<file path="src/rtl/hazard_unit_mc.sv">
// Load-use / branch / memory-busy pipeline control for the 5-stage MIPS core; outputs are combinational (0 latency).
// MemBusy freezes everything and holds state; load-use bubbles last LOAD_LATENCY cycles; StallCycles saturates.
module hazard_unit_mc #(
  parameter int REG_W        = 5,
  parameter int LOAD_LATENCY = 1,
  parameter int STAT_W       = 16
) (
  input  logic              clk,
  input  logic              rst_n,
  input  logic [REG_W-1:0]  IFIDRegRs,
  input  logic [REG_W-1:0]  IFIDRegRt,
  input  logic              IFIDUsesRt,
  input  logic [REG_W-1:0]  IDEXRegRt,
  input  logic              IDEXMemRead,
  input  logic              BranchTaken,
  input  logic              MemBusy,
  output logic              PCWrite,
  output logic              IFIDWrite,
  output logic              Stall,
  output logic              IFIDFlush,
  output logic              IDEXFlush,
  output logic              Freeze,
  output logic [STAT_W-1:0] StallCycles
);

  typedef enum logic {IDLE, LSTALL} state_t;

  localparam logic [3:0]        CNT_INIT = 4'(LOAD_LATENCY - 1);
  localparam logic [STAT_W-1:0] STAT_MAX = {STAT_W{1'b1}};

  state_t            state_q, state_d;
  logic [3:0]        cnt_q, cnt_d;
  logic [STAT_W-1:0] stat_q, stat_d;
  logic              hz;

  assign hz = IDEXMemRead && (IDEXRegRt != '0) &&
              ((IDEXRegRt == IFIDRegRs) || (IFIDUsesRt && (IDEXRegRt == IFIDRegRt)));

  always_comb begin
    PCWrite   = 1'b1;
    IFIDWrite = 1'b1;
    Stall     = 1'b0;
    IFIDFlush = 1'b0;
    IDEXFlush = 1'b0;
    Freeze    = 1'b0;
    state_d   = state_q;
    cnt_d     = cnt_q;
    if (!rst_n) begin
      PCWrite   = 1'b0;
      IFIDWrite = 1'b0;
      Stall     = 1'b1;
      state_d   = IDLE;
      cnt_d     = '0;
    end else if (MemBusy) begin
      // State and any pending branch are held; the branch input stays up until the freeze lifts.
      PCWrite   = 1'b0;
      IFIDWrite = 1'b0;
      Freeze    = 1'b1;
    end else if (BranchTaken) begin
      IFIDFlush = 1'b1;
      IDEXFlush = 1'b1;
      state_d   = IDLE;
      cnt_d     = '0;
    end else if (state_q == LSTALL) begin
      PCWrite   = 1'b0;
      IFIDWrite = 1'b0;
      Stall     = 1'b1;
      cnt_d     = cnt_q - 4'd1;
      if (cnt_q == 4'd1) state_d = IDLE;
    end else if (hz) begin
      PCWrite   = 1'b0;
      IFIDWrite = 1'b0;
      Stall     = 1'b1;
      if (LOAD_LATENCY > 1) begin
        state_d = LSTALL;
        cnt_d   = CNT_INIT;
      end
    end
  end

  always_comb begin
    stat_d = stat_q;
    if (!rst_n)                            stat_d = '0;
    else if (!PCWrite && stat_q != STAT_MAX) stat_d = stat_q + 1'b1;
  end

  always_ff @(posedge clk) begin
    state_q <= state_d;
    cnt_q   <= cnt_d;
    stat_q  <= stat_d;
  end

  assign StallCycles = stat_q;

endmodule

</file>
<file path="config.mk">
export PLATFORM = sky130hd
export DESIGN_NAME = hazard_unit_mc
export DESIGN_NICKNAME = d
export VERILOG_FILES = /design/src/rtl/hazard_unit_mc.sv
export SDC_FILE = /design/constraint.sdc
export NUM_CORES = 1
export LEC_CHECK = 0
export ABC_CLOCK_PERIOD_IN_PS = 2250
export BUFFER_PORTS_ARGS = -buffer_cell sky130_fd_sc_hd__buf_4
export CORE_ASPECT_RATIO = 0.8
export CORE_MARGIN = 2
export CORE_UTILIZATION = 50
export DETAILED_ROUTE_END_ITERATION = 7
export PLACE_DENSITY = 0.79
export SLEW_MARGIN = 25
export SYNTH_ARGS = -nofsm -noshare
export SYNTH_HDL_FRONTEND = slang
export SYNTH_SLANG_ARGS = --single-unit
</file>
<file path="constraint.sdc">
create_clock -name clk -period 2.25 [get_ports clk]
set_input_delay 0 -clock clk [delete_from_list [all_inputs] [get_ports clk]]
set_output_delay 0 -clock clk [all_outputs]
set_load 0.01 [all_outputs]
</file>
# [After elaboration in Yosys (flattened, before gate mapping)]
# Cells that the tools add are included.
[totals] out_inout_bits=22 elab_cells=39 reg_bits=21
[op_classes] n_mux=20 addsub=2 n_bitwise=1 n_eq_ne=4 n_reduce_logical=9
[ops] op="$mux W1" count=18
[ops] op="$add A16 B1 Y16 const B" count=1
[ops] op="$ne A16 B16 Y1 const B" count=1
[ops] op="$eq A5 B5 Y1" count=2
[ops] op="$mux W4" count=2
[ops] op="$reduce_bool A5 Y1" count=1
[ops] op="$eq A4 B1 Y1 const B" count=1
[ops] op="$logic_and A1 B1 Y1" count=4
[ops] op="$sub A4 B1 Y4 const B" count=1
[ops] op="$reduce_and A2 Y1" count=1
[ops] op="$reduce_bool A2 Y1" count=1
[ops] op="$logic_not A1 Y1" count=1
[ops] op="$logic_or A1 B1 Y1" count=1
[ops] op="$not A1 Y1" count=1

# [Logic depth before layout (Yosys ltp)]
[depth] depth_word=11 mapped_depth=9 mapped_depth_nobuf=7

# [Worst setup path after synthesis]
# Ideal clock, no wire load.
[synth_timing] path_type="register -> register" startpoint="register stat_q[0] (netlist: StallCycles[0])" endpoint="register stat_q[6] (netlist: StallCycles[6])" t_required_ns=2.120 slack_ns=0.407 path_stages_with_launch=9 arrival_time_ns=1.712 synth_period_minus_slack_ns=1.843 path_cell_list="dfxtp_1 > ha_1 > nand4_1 > nor2_1 > nand4_1 > nor2_1 > clkbuf_1 > nor4b_1 > mux2i_1"
[synth_via] elab_chain_cells=2 word_cells_on_any_way=3
[synth_rtl] element="from (decl)" line_no="33" text="logic [STAT_W-1:0] stat_q, stat_d;"
[synth_rtl] element="from (signal assigned)" line_no="90" text="stat_q <= stat_d;"
[synth_rtl] element="branches (longest 2 deep; another with $add A16 B1 Y16)"
# Parallel ways; which one is timed is not known.
# A chain may end at the register's enable or synchronous reset.

# [Worst setup path after layout]
[layout_timing] startpoint="register stat_q[0] (netlist: StallCycles[0])" endpoint="register stat_q[5] (netlist: StallCycles[5])"
# The elaborated chain is that of the path after synthesis.

==> impl_metrics.toml <==
[setup_path]
path_delay_family = "simple AND/OR/NAND/NOR gates"
crit_fanout = 6
crit_buf_inv = 0
rr_worst_depth = 7
critPathCaptureType = "register"
r2r_setup_slack_ns = 0.19
cp_cell_sequence = "ha_1 -> nand4_1 -> nor2_1 -> nand4_1 -> or2_2 -> and4_1 -> mux2i_1"
rr_startpoint = "StallCycles[0]"
required_ns = 2.46
critPathArrivalTime_ns = 2.27
crit_path_max_incr_delay_ns = 0.45
start_kind = "register"
timing.rr.end = "StallCycles[5]"
cpMaxStageDelayCell = "dfxtp_1"
path_common_cell = "nand4_1"
crit_type = "register to register"

[hold_path]
hold_start = "MemBusy"
hp-class = "input pin to register"
min_to = "state_q"
holdPathStages = 2

[floorplanning]
rows = 16
core_sq_um = 2462
pin_count = 43
die_area_sq_um = 3024
chipWidth_um = 60.98
initial_core_util = 0.5274
die_h_um = 49.59

[cells_and_area]
drive_gt1_frac = 0.2574
diodes = 0
final_cell_mix = "buf_4 (45), dfxtp_1 (21), a21oi_1 (16), nand2_1 (14), nor2_1 (12)"
layoutNonFillerInstCount = 238
area_delta_synth_final_pct = 28.23
final_common_cell = "buf_4"
nFillCells = 224
finalNetCount = 227

[synth]
ys_types = 37
ys_async_sr_fraction = 0
synth_ff_type = "dfxtp_1"
ys_ff_latch = 21
ys_seq_area_frac = 0.3237
synth_edf_count = 0
synthCells = 162
ys_warn_count = 0
netlist_area_sq_um = 1299
synth_top_area_share = 0.3237
ys_top_cells_by_area = "dfxtp_1 (32%), a21oi_1 (6.2%), xor2_1 (6.1%)"
synth_area_leader_cell = "dfxtp_1"
avgSynthCellArea_sq_um = 8.017
syn_nets = 186

[sta]
tightest_slew_ns = 0.3537
hold_viol_final = 0
rsz0062_at_grt = "false"
hold_slack_ns = 0.01013
achievable-frequency_mhz = 484.7
slew_headroom = 0.7632
setup_tns_ns = 0
setup_viol = 0
setup_ws_ns = 0.1869
period_share = 0.9169
min_period_ns = 2.063
skew_ns = 0.003941
slew_viol_final = 0

[clock_network]
cts_sinks = 21
clock_latency_ns = 0.31
cts_setup_buffers = 0
cts_max_path_buffers = 2
clk_pin_slew_ns = 0.12
htree_levels = 1
cts_inserted_buffers = 3
cts_tree = "yes"
root_buffer = "clkbuf_4"

[job]
maxCapViolations = 0

[routing]
wl_per_cell_um = 13.47
wl_um = 3205
vias = 1359
dr.pass1.iters = 4
ant_nets = 0
first_iter_violations = 93
drc = 0
viasPerCell = 5.710

[global_routing]
grtUsageTotal = 0.2264
grt_max_degree = 24
grt_first_pass_wirelength_um = 5361
grt_antenna_before_repair = 0
grt_overflow = 0
first_global_vias = 1205

[power_and_ir_drop]
power.internal_uw = 504.1
p_switching_uw = 183.2
powerDensity_nw_per_um2 = 412.7
seq_power_share = 0.556
leakage_nw = 0.6640
vdd_drop_max_mv = 0.2392
combPwrFrac = 0.174
switching_share = 0.2665
power.share.clock = 0.271

[run_status]
outcome = "finished clean"

[place]
pre_cts_ws_ns = 0.2480
numPortBuffers = 42
place_inst = 233
gp_congestion = 0.8327
dpl.hpwl_um = 2406
==> worst register-to-register path: cells and delay by family, from the launching register on <==
family,cells,cell delay (ns)
adder cells (fa/ha/maj),1,0.24
flip-flops,1,0.45
multiplexers,1,0.12
AND/OR/NAND/NOR,5,1.15
==> layer usage <==
layer  share of wire  vias to the layer above  global-route usage
met5               0                        -                   0
met4           0.012                        0             0.04348
met3           0.039                        6             0.05512
met2            0.48                       37              0.3674
met1            0.47                      637              0.3039
li1                -                      679                   -
==> what timing repair did <==
item	4_1_cts	5_1_grt
resized for setup	0	0
endpoints found under the hold margin	1	0
hold buffers	1	0
==> through the flow <==
stage / util / instance area, sq um / power (mW)
2_1_floorplan: - / 1299 / 0.4509
3_3_place_gp: 0.6616 / 1629 / 0.5044
3_5_place_dp: 0.6616 / 1629 / 0.5077
4_1_cts: 0.6763 / 1665 / 0.6925
5_1_grt: 0.6763 / 1665 / 0.7194
6_report: 0.6763 / 1665 / 0.6873
==> cell type report <==
class                      count  area, sq um  area share
clock buffer                   4        26.28     0.01578
sequential                    21        420.4      0.2524
multi-input combinational    126        807.0      0.4846
inverter                       5        18.77     0.01127
tap                           36        45.04     0.02705
timing repair buffer          46        347.8      0.2089
==> flip-flops by register name, summed over array words and instances, names as in the netlist <==
name,cells
state_q,1
cnt_q,4
StallCycles,16
==> cells in the mapped netlist (2+ instances only) <==
cell type / count
dfxtp_1: 21
a21oi_1: 16
nand2_1: 14
nor2_1: 12
xor2_1: 9
clkbuf_1: 7
nand2b_1: 7
nand4_1: 6
o21ai_1: 6
o31ai_1: 6
mux2i_1: 5
nand3_1: 5
nor3_1: 5
or4_1: 5
inv_1: 4
or3_1: 4
ha_1: 3
o21ai_0: 3
and3_1: 2
and4_1: 2
buf_4: 2
nor4_1: 2
nor4b_1: 2
==> worst max path at each step <==
stage | from | end | slack, ns | depth (start not counted)
after floorplan | StallCycles[0] | StallCycles[6] | 0.41 | 8
after global placement | StallCycles[0] | StallCycles[5] | 0.30 | 7
after detailed placement | IDEXRegRt[3] | StallCycles[8] | 0.25 | 8
after CTS | StallCycles[0] | StallCycles[5] | 0.21 | 7
after global routing | StallCycles[0] | StallCycles[5] | 0.07 | 7
final | StallCycles[0] | StallCycles[5] | 0.19 | 7
==> power by group through the flow <==
stage	Clock (mW)	Sequential (mW)	Combinational [mW]
finish	0.186	0.382	0.119
global route	0.206	0.383	0.131
CTS	0.191	0.382	0.119
detailed placement	0	0.390	0.117
global placement	0	0.390	0.114
floorplan	0	0.391	0.0599
==> cell families (layout without fill, tap and decap cells) <==
kind of cell,after synthesis,in the layout,synth area share
xor+xnor,10,10,0.06744
buf+inv,15,55,0.05491
mux,5,5,0.03854
fa+ha+maj,3,3,0.02890
flops,21,21,0.3237
simple gates,68,68,0.2852
compound gates,40,40,0.2014
Note: power is estimated with default switching activity, not from simulation.
